[src/rtl/uart_rx_checker_buffered.sv]
// UART receive checker: 2-FF synchroniser, frame decoder FSM with parity,
// stop-bit and break handling, and a circular FWFT buffer of decoded frames.
module uart_rx_checker_buffered #(
  parameter int G_CLOCK_FREQUENCY   = 50000000,
  parameter int G_BAUDRATE          = 115200,
  parameter int G_DATA_WIDTH        = 8,
  parameter int G_PARITY            = 0,
  parameter int G_STOP_BIT_NUMBER   = 1,
  parameter int G_FIRST_BIT         = 0,
  parameter int G_BUFFER_ADDR_WIDTH = 4
) (
  input  logic                           clk,
  input  logic                           rst_n,
  input  logic                           i_rx,
  input  logic                           i_rd_en,
  input  logic                           i_clr_overflow,
  output logic [G_DATA_WIDTH-1:0]        o_rd_data,
  output logic                           o_rd_parity_err,
  output logic                           o_rd_frame_err,
  output logic                           o_empty,
  output logic                           o_full,
  output logic [G_BUFFER_ADDR_WIDTH:0]   o_count,
  output logic                           o_overflow,
  output logic                           o_frame_valid,
  output logic                           o_rx_busy
);

  localparam int C_BIT = G_CLOCK_FREQUENCY / G_BAUDRATE;
  localparam int CW    = $clog2(C_BIT);
  localparam int AW    = G_BUFFER_ADDR_WIDTH;
  localparam int DEPTH = 2 ** AW;
  localparam int W     = G_DATA_WIDTH;
  localparam int EW    = W + 2;

  localparam logic [CW-1:0] C_HALF    = CW'(C_BIT / 2 - 1);
  localparam logic [CW-1:0] C_FULL    = CW'(C_BIT - 1);
  localparam logic [3:0]    C_LAST_D  = 4'(W - 1);
  localparam logic [3:0]    C_LAST_S  = 4'(G_STOP_BIT_NUMBER - 1);
  localparam logic [AW:0]   C_DEPTH   = (AW+1)'(DEPTH);

  typedef enum logic [2:0] {
    IDLE, START, DATA, PARITY, STOP, BREAK
  } state_t;

  logic          rx_meta, rx_s;
  state_t        state_reg, state_next;
  logic [CW-1:0] cnt_reg, cnt_next;
  logic [3:0]    bit_reg, bit_next;
  logic [W-1:0]  data_reg, data_next;
  logic          perr_reg, perr_next;
  logic          ferr_reg, ferr_next;
  logic          tick, commit, commit_ferr, stop_ferr;

  logic [EW-1:0] mem [DEPTH];
  logic [AW-1:0] wr_ptr, rd_ptr;
  logic [AW:0]   count_reg;
  logic          overflow_reg, frame_valid_reg;
  logic          do_write, do_pop, buf_empty, buf_full;
  logic [EW-1:0] head;

  // Bring the asynchronous line into the clock domain; idle level is high.
  always_ff @(posedge clk or negedge rst_n) begin
    if (!rst_n) begin
      rx_meta <= 1'b1;
      rx_s    <= 1'b1;
    end else begin
      rx_meta <= i_rx;
      rx_s    <= rx_meta;
    end
  end

  // Decoder state, bit timer and frame accumulators.
  always_ff @(posedge clk or negedge rst_n) begin
    if (!rst_n) begin
      state_reg <= IDLE;
      cnt_reg   <= '0;
      bit_reg   <= '0;
      data_reg  <= '0;
      perr_reg  <= 1'b0;
      ferr_reg  <= 1'b0;
    end else begin
      state_reg <= state_next;
      cnt_reg   <= cnt_next;
      bit_reg   <= bit_next;
      data_reg  <= data_next;
      perr_reg  <= perr_next;
      ferr_reg  <= ferr_next;
    end
  end

  // Next-state logic: sample each bit at timer expiry, commit on last stop.
  always_comb begin
    state_next  = state_reg;
    cnt_next    = cnt_reg;
    bit_next    = bit_reg;
    data_next   = data_reg;
    perr_next   = perr_reg;
    ferr_next   = ferr_reg;
    commit      = 1'b0;
    tick        = (cnt_reg == '0);
    stop_ferr   = ferr_reg | ~rx_s;
    commit_ferr = stop_ferr;
    if (!tick) cnt_next = cnt_reg - 1'b1;
    case (state_reg)
      IDLE: begin
        if (!rx_s) begin
          state_next = START;
          cnt_next   = C_HALF;
        end
      end
      START: begin
        if (tick) begin
          if (rx_s) begin
            state_next = IDLE;
          end else begin
            state_next = DATA;
            cnt_next   = C_FULL;
            bit_next   = '0;
            perr_next  = 1'b0;
          end
        end
      end
      DATA: begin
        if (tick) begin
          cnt_next = C_FULL;
          if (G_FIRST_BIT == 0) data_next = {rx_s, data_reg[W-1:1]};
          else                  data_next = {data_reg[W-2:0], rx_s};
          if (bit_reg == C_LAST_D) begin
            bit_next   = '0;
            ferr_next  = 1'b0;
            state_next = (G_PARITY != 0) ? PARITY : STOP;
          end else begin
            bit_next = bit_reg + 1'b1;
          end
        end
      end
      PARITY: begin
        if (tick) begin
          cnt_next   = C_FULL;
          state_next = STOP;
          if (G_PARITY == 1) perr_next = ^{data_reg, rx_s};
          else               perr_next = ~(^{data_reg, rx_s});
        end
      end
      STOP: begin
        if (tick) begin
          cnt_next  = C_FULL;
          ferr_next = stop_ferr;
          if (bit_reg == C_LAST_S) begin
            commit     = 1'b1;
            bit_next   = '0;
            // A low line at the final stop sample is necessarily a frame error.
            state_next = rx_s ? IDLE : BREAK;
          end else begin
            bit_next = bit_reg + 1'b1;
          end
        end
      end
      BREAK: begin
        if (rx_s) state_next = IDLE;
      end
      default: state_next = IDLE;
    endcase
  end

  assign buf_empty = (count_reg == '0);
  assign buf_full  = (count_reg == C_DEPTH);
  assign do_pop    = i_rd_en & ~buf_empty;
  assign do_write  = commit & (~buf_full | i_rd_en);

  // Frame storage; no reset so it maps onto RAM, reads are gated by o_empty.
  always_ff @(posedge clk) begin
    if (do_write) mem[wr_ptr] <= {commit_ferr, perr_reg, data_reg};
  end

  // Pointers, occupancy, sticky overflow and frame-complete pulse.
  always_ff @(posedge clk or negedge rst_n) begin
    if (!rst_n) begin
      wr_ptr          <= '0;
      rd_ptr          <= '0;
      count_reg       <= '0;
      overflow_reg    <= 1'b0;
      frame_valid_reg <= 1'b0;
    end else begin
      frame_valid_reg <= commit;
      if (do_write) wr_ptr <= wr_ptr + 1'b1;
      if (do_pop)   rd_ptr <= rd_ptr + 1'b1;
      case ({do_write, do_pop})
        2'b10:   count_reg <= count_reg + 1'b1;
        2'b01:   count_reg <= count_reg - 1'b1;
        default: count_reg <= count_reg;
      endcase
      if (commit && !do_write) overflow_reg <= 1'b1;
      else if (i_clr_overflow) overflow_reg <= 1'b0;
    end
  end

  assign head            = mem[rd_ptr];
  assign o_rd_data       = buf_empty ? '0 : head[W-1:0];
  assign o_rd_parity_err = buf_empty ? 1'b0 : head[W];
  assign o_rd_frame_err  = buf_empty ? 1'b0 : head[W+1];
  assign o_empty         = buf_empty;
  assign o_full          = buf_full;
  assign o_count         = count_reg;
  assign o_overflow      = overflow_reg;
  assign o_frame_valid   = frame_valid_reg;
  assign o_rx_busy       = (state_reg != IDLE);

endmodule

[config.mk]
export PLATFORM = sky130hd
export DESIGN_NAME = uart_rx_checker_buffered
export DESIGN_NICKNAME = d
export VERILOG_FILES = /design/src/rtl/uart_rx_checker_buffered.sv
export SDC_FILE = /design/constraint.sdc
export NUM_CORES = 1
export LEC_CHECK = 0
export ABC_AREA = 1
export BUFFER_PORTS_ARGS = -buffer_cell sky130_fd_sc_hd__buf_2
export CORE_ASPECT_RATIO = 1.4
export CORE_UTILIZATION = 45
export DETAILED_ROUTE_END_ITERATION = 6
export GPL_ROUTABILITY_DRIVEN = 0
export GPL_TIMING_DRIVEN = 0
export SYNTH_ARGS = -nofsm -noshare
export SYNTH_HDL_FRONTEND = slang
export SYNTH_SLANG_ARGS = --single-unit
[constraint.sdc]
create_clock -name clk -period 4.9 [get_ports clk]
set_clock_uncertainty 0.05 [all_clocks]
set_input_delay 0.735 -clock clk [delete_from_list [all_inputs] [get_ports clk]]
set_output_delay 0.735 -clock clk [all_outputs]
set_load 0.05 [all_outputs]
==> flow_metrics.py, run 1 <==
metrics = {
    "status": {
        "status": "complete, no violations",
    },
    "timing": {
        "finalCritPeriodShare_pct": 70.2,
        "grt_setup_unrepaired": "no",
        "finalMaxSlewViolations": 0,
        "setup_viol": 0,
        "tightestPinTransition_ps": 1230,
        "max_freq_mhz": 291,
        "final.min_clock_period_ps": 3440,
        "relSlewSlack_pct": 17.8,
        "fin_tns_setup_ps": 0,
        "whs_ps": 282,
        "hold_viol_final": 0,
    },
    "power_and_ir_drop": {
        "combPwrFrac_pct": 33.0,
        "clkPwrFrac_pct": 29.9,
        "seqPwrFrac_pct": 37.2,
        "intPower_w": 0.00320,
        "power.switching_w": 0.00197,
        "irDropWorstVdd_mv": 0.307,
        "power.total_w": 0.00517,
        "p_leak_nw": 4.25,
        "power_density_mw_per_mm2": 510,
        "swShare_pct": 38.1,
    },
    "clock_network": {
        "holdBufCountCts": 0,
        "post_cts_buffers": 0,
        "htreeDepth": 1,
        "cts_resized": 0,
        "cts_made_buffers": 20,
        "cts_tree": "yes",
        "cts.clk_slew.worst_paths_ps": 60,
        "cts_buffer_depth": 3,
        "cts_sinks": 203,
        "clockRootBuffer": "clkbuf_16",
        "clk_latency_ps": 500,
    },
    "synthesis": {
        "syn-num-nets": 911,
        "yosysMostFrequentCell": "nand2_1",
        "synth.avg_cell_area_um2": 10.1,
        "synth.ff_latch_count": 203,
        "async_flop_share_pct": 21.2,
        "synth_ff_type": "edfxtp_1",
        "synthCells": 892,
        "ys_types": 33,
        "seq_area_frac_synth_pct": 65.0,
        "synthesis.area_mm2": 0.00905,
        "synth_top_cell_area_share_pct": 53.1,
        "synth_edf_count": 160,
        "synth.area.top_cells": "edfxtp_1 53%, nand2_1 12%, dfrtp_1 11%",
        "ys_warn_count": 0,
        "yosys-top-cells-count": "291 x nand2_1, 160 x edfxtp_1, 100 x nand3_1, 67 x nor2_1, 50 x inv_1",
        "synth_largest_area_cell": "edfxtp_1",
    },
    "critical_path": {
        "max_stage_delay_ps": 380,
        "crit_cells": 10,
        "crit_path_top_delay_cell": "dfrtp_1",
        "startpoint": "rd_ptr[0]",
        "r2r_cells": 8,
        "cp_top_family": "buffers and inverters",
        "setup.worst_path.end_class": "output pin",
        "cp_common_cell": "buf_2",
        "crit_chain": "buf_2 > inv_2 > buf_2 > nand2_1 > nand3_1 > nand2_1 > a21oi_1 > o31ai_1 > a21oi_1 > buf_2",
        "cp.arrival_ps": 2650,
        "worstSetupPathType": "register to output pin",
        "cp-endpoint": "o_rd_data[5]",
        "r2r_end": "mem[6][1]",
        "crit_path_max_fanout": 10,
        "reg2reg_slack_ps": 1990,
        "worstPathRequired_ps": 4120,
        "r2r-start": "cnt_reg[0]",
        "cp_num_buf_inv": 4,
        "cp-start-kind": "register",
    },
    "layout": {
        "nets": 957,
        "largest_register_ffs": 160,
        "syn_to_final_growth_pct": 12.1,
        "stdcell_count": 1204,
        "drive_gt1_share_pct": 9.87,
        "n_antenna_cell": 0,
    },
    "global_routing": {
        "antenna_found_initial": 0,
        "grt_util_all_layers_pct": 22.0,
        "grt_overflow": 0,
        "grt_pass1_wl_mm": 33.5,
        "grt_pass1_vias": 6182,
        "grt_max_degree": 44,
    },
    "route": {
        "drc": 0,
        "routed_wirelength_mm": 22.1,
        "first_pass_iters": 5,
        "wl_per_cell_um": 18.4,
        "via_count": 6327,
        "viasPerCell": 5.25,
        "ant_nets": 0,
        "drtIter0Drc": 387,
    },
    "flow_run": {
        "max_cap_viol_count": 0,
    },
    "floorplan": {
        "std_cell_rows": 61,
        "ios": 25,
        "dieHeight_um": 170,
        "die_area_mm2": 0.0207,
        "coreArea_mm2": 0.0198,
        "initial_core_util_pct": 45.8,
        "chipWidth_um": 122,
    },
    "placed_design": {
        "dp_cells": 1168,
        "portBuffers": 24,
        "dp_hpwl_mm": 14.7,
    },
    "worst_hold_path": {
        "holdPathStages": 1,
        "min_from": "i_rx",
        "hp-class": "input port to register",
    },
}
[worst register-to-register path, stage by stage, from the launching register on]
cell     delay (ps)
dfrtp_1         420
inv_1           100
ha_1            190
nand3_2         130
nor2_8          190
nand2_2         150
nor2_8          230
nand2_2         130
nor2_1          940
[cell families (layout without fill, tap and decap cells)]
kind of cell / count (synthesis) / after routing / share of synthesized area (%)
simple gates: 481 / 481 / 22.4
flops: 203 / 203 / 65.0
buf+inv: 91 / 151 / 3.97
compound gates: 89 / 89 / 5.36
fa+ha+maj: 14 / 14 / 1.94
xor+xnor: 14 / 14 / 1.35
[routing by layer]
metal / global-route usage [%] / share of wire [%] / wire length, um / vias up
met1: 25.7 / 39 / 8610 / 3020
met2: 40.8 / 53 / 11800 / 160
li1: - / - / - / 3099
met3: 2.12 / 4.1 / 914 / 48
met5: 0 / 0 / 0 / -
met4: 9.02 / 3.6 / 788 / 0
[power groups by stage]
stage / clock, W / combinational, W / sequential (W)
after floorplan: 0 / 0.00111 / 0.00202
after global placement: 0 / 0.00170 / 0.00196
after detailed placement: 0 / 0.00171 / 0.00196
after CTS: 0.00155 / 0.00171 / 0.00192
after global routing: 0.00163 / 0.00184 / 0.00193
final: 0.00154 / 0.00170 / 0.00192
[cells in the final DEF (no fill, tap or decap), drive strengths merged, types with 35 or more instances in the layout]
cell | synthesis | layout
buf | 19 | 43
a21oi | 35 | 35
nand2 | 298 | 298
nand3 | 102 | 102
clkbuf | 15 | 38
nor2 | 72 | 72
dfrtp | 41 | 41
o21ai | 37 | 37
inv | 56 | 56
edfxtp | 160 | 160
[worst min path at each step]
stage                     slack (ps)       to
after floorplan                  300     rx_s
after global placement           300     rx_s
after detailed placement         300     rx_s
after CTS                        280  rx_meta
after global routing             280  rx_meta
final                            280  rx_meta
[per-stage QoR]
step                      setup slack [ps]  instance area [um^2]  util, %
after global routing                  1350                 10100     51.3
after CTS                             1460                 10100     51.3
final                                 1460                 10100     51.3
after floorplan                       1850                  9050        -
after global placement                1960                  9490     48.0
after detailed placement              1950                  9490     48.0
[area by class of cell]
cell class	count	area, um^2
sequential	203	5880
clock inverter	13	114
fill	1748	9620
inverter	57	214
multi-input combinational	598	2810
clock buffer	23	543
buffer	34	145
timing repair buffer	24	120
tap	252	315
No activity file was read; power rests on OpenSTA's default activity.
==> inputs of run 2 (changes only) <==
Clock period 4.9 ns to 3.1 ns, I/O delays scaled along.
==> flow_metrics.py, run 2 (synthesized netlist as in run 1, its figures left out) <==
metrics = {
    "status": {
        "status": "complete, no violations",
    },
    "placed_design": {
        "portBuffers": 24,
        "dp_slack_ps": 146,
        "dp_hpwl_mm": 14.7,
    },
    "floorplan": {
        "ios": 25,
        "dieHeight_um": 170,
        "chipWidth_um": 122,
        "std_cell_rows": 61,
        "die_area_mm2": 0.0207,
        "coreArea_mm2": 0.0198,
        "initial_core_util_pct": 45.8,
    },
    "power_and_ir_drop": {
        "clkPwrFrac_pct": 29.5,
        "irDropWorstVdd_mv": 0.485,
        "power.total_w": 0.00826,
        "intPower_w": 0.00514,
        "swShare_pct": 37.8,
        "p_leak_nw": 4.28,
        "power_density_mw_per_mm2": 811,
        "combPwrFrac_pct": 33.8,
        "seqPwrFrac_pct": 36.8,
        "power.switching_w": 0.00313,
    },
    "global_routing": {
        "grt_pass1_vias": 6175,
        "grt_util_all_layers_pct": 22.0,
        "grt_max_degree": 44,
        "grt_pass1_wl_mm": 33.6,
        "antenna_found_initial": 0,
        "grt_overflow": 0,
    },
    "clock_network": {
        "htreeDepth": 1,
        "cts.clk_slew.worst_paths_ps": 60,
        "cts_made_buffers": 20,
        "cts_sinks": 203,
        "cts_tree": "yes",
        "clockRootBuffer": "clkbuf_16",
        "cts_buffer_depth": 3,
        "clk_latency_ps": 490,
        "holdBufCountCts": 0,
        "post_cts_buffers": 0,
        "cts_resized": 7,
    },
    "timing": {
        "grt_setup_unrepaired": "yes",
        "tightestPinTransition_ps": 1220,
        "max_freq_mhz": 330,
        "finalCritPeriodShare_pct": 97.6,
        "whs_ps": 14.9,
        "setup_viol": 0,
        "final.min_clock_period_ps": 3030,
        "setup_ws_ps": 73.6,
        "hold_viol_final": 0,
        "finalMaxSlewViolations": 0,
        "relSlewSlack_pct": 18.5,
    },
    "layout": {
        "largest_register_ffs": 160,
        "fin_util_pct": 51.5,
        "layout_commonest_cell": "nand2_1",
        "final_cell_mix": "291 x nand2_1, 160 x edfxtp_1, 100 x nand3_1",
        "regArea_mm2": 0.00588,
        "multi_input_area_mm2": 0.00282,
        "n_antenna_cell": 0,
        "nets": 957,
        "drive_gt1_share_pct": 10.8,
        "syn_to_final_growth_pct": 12.6,
        "fillerInstances": 1751,
    },
    "critical_path": {
        "cp.arrival_ps": 2510,
        "r2r_cells": 8,
        "worstSetupPathType": "register to output pin",
        "cp-start-kind": "register",
        "crit_path_max_fanout": 10,
        "worstPathRequired_ps": 2580,
        "setup.worst_path.end_class": "output pin",
    },
    "worst_hold_path": {
        "holdPathStages": 1,
        "hp-class": "input port to register",
    },
    "route": {
        "first_pass_iters": 7,
        "routed_wirelength_mm": 22.2,
        "via_count": 6348,
        "wl_per_cell_um": 18.4,
        "viasPerCell": 5.27,
        "drtIter0Drc": 431,
        "ant_nets": 0,
        "drc": 0,
    },
    "flow_run": {
        "max_cap_viol_count": 0,
    },
}
[run 2: worst paths after layout]
check	startpoint	endpoint	slack, ps
setup / recovery	rd_ptr[0]	o_rd_data[2]	70
hold / removal	i_rx	rx_meta	10
setup reg to reg	cnt_reg[0]	mem[6][1]	190
hold reg to reg	rx_meta	rx_s	310
max in group asynchronous	rst_n	perr_reg	2240
min in group asynchronous	rst_n	data_reg[5]	100
[run 2: final cells by class]
class	instances	area share, %
Buffer	34	1.58
Clock buffer	23	5.33
Clock inverter	13	1.12
Inverter	57	2.10
Multi-Input combinational cell	598	27.6
Sequential cell	203	57.7
Tap cell	252	3.09
Timing Repair Buffer	24	1.40
[run 2: per-layer routing]
metal  part of all wire, %  track usage (%)
met5                     0                0
met4                   3.5             9.02
met3                   4.3             2.12
met2                    54             40.7
met1                    39             25.7
[run 2: worst max-delay path, cell delays in order (launching register included)]
cell	delay, ps
dfrtp_1	380
buf_2	180
inv_2	160
clkbuf_4	240
nand2_1	60
nand3_1	140
nand2_1	100
a21oi_1	220
o31ai_1	130
a21oi_1	180
buf_4	220
[run 2: power groups by stage]
stage,clock [W],sequential (W),combinational [W]
final,0.00244,0.00304,0.00279
after global routing,0.00257,0.00305,0.00300
after CTS,0.00245,0.00304,0.00274
after detailed placement,0,0.00310,0.00270
after global placement,0,0.00309,0.00269
after floorplan,0,0.00320,0.00175
[run 2: through the flow]
step	cells	area, um^2	setup TNS, ps
floorplan	892	9050	0
global placement	1168	9490	0
detailed placement	1168	9490	0
CTS	1204	10200	0
global route	1204	10200	-10.9
finish	1204	10200	0
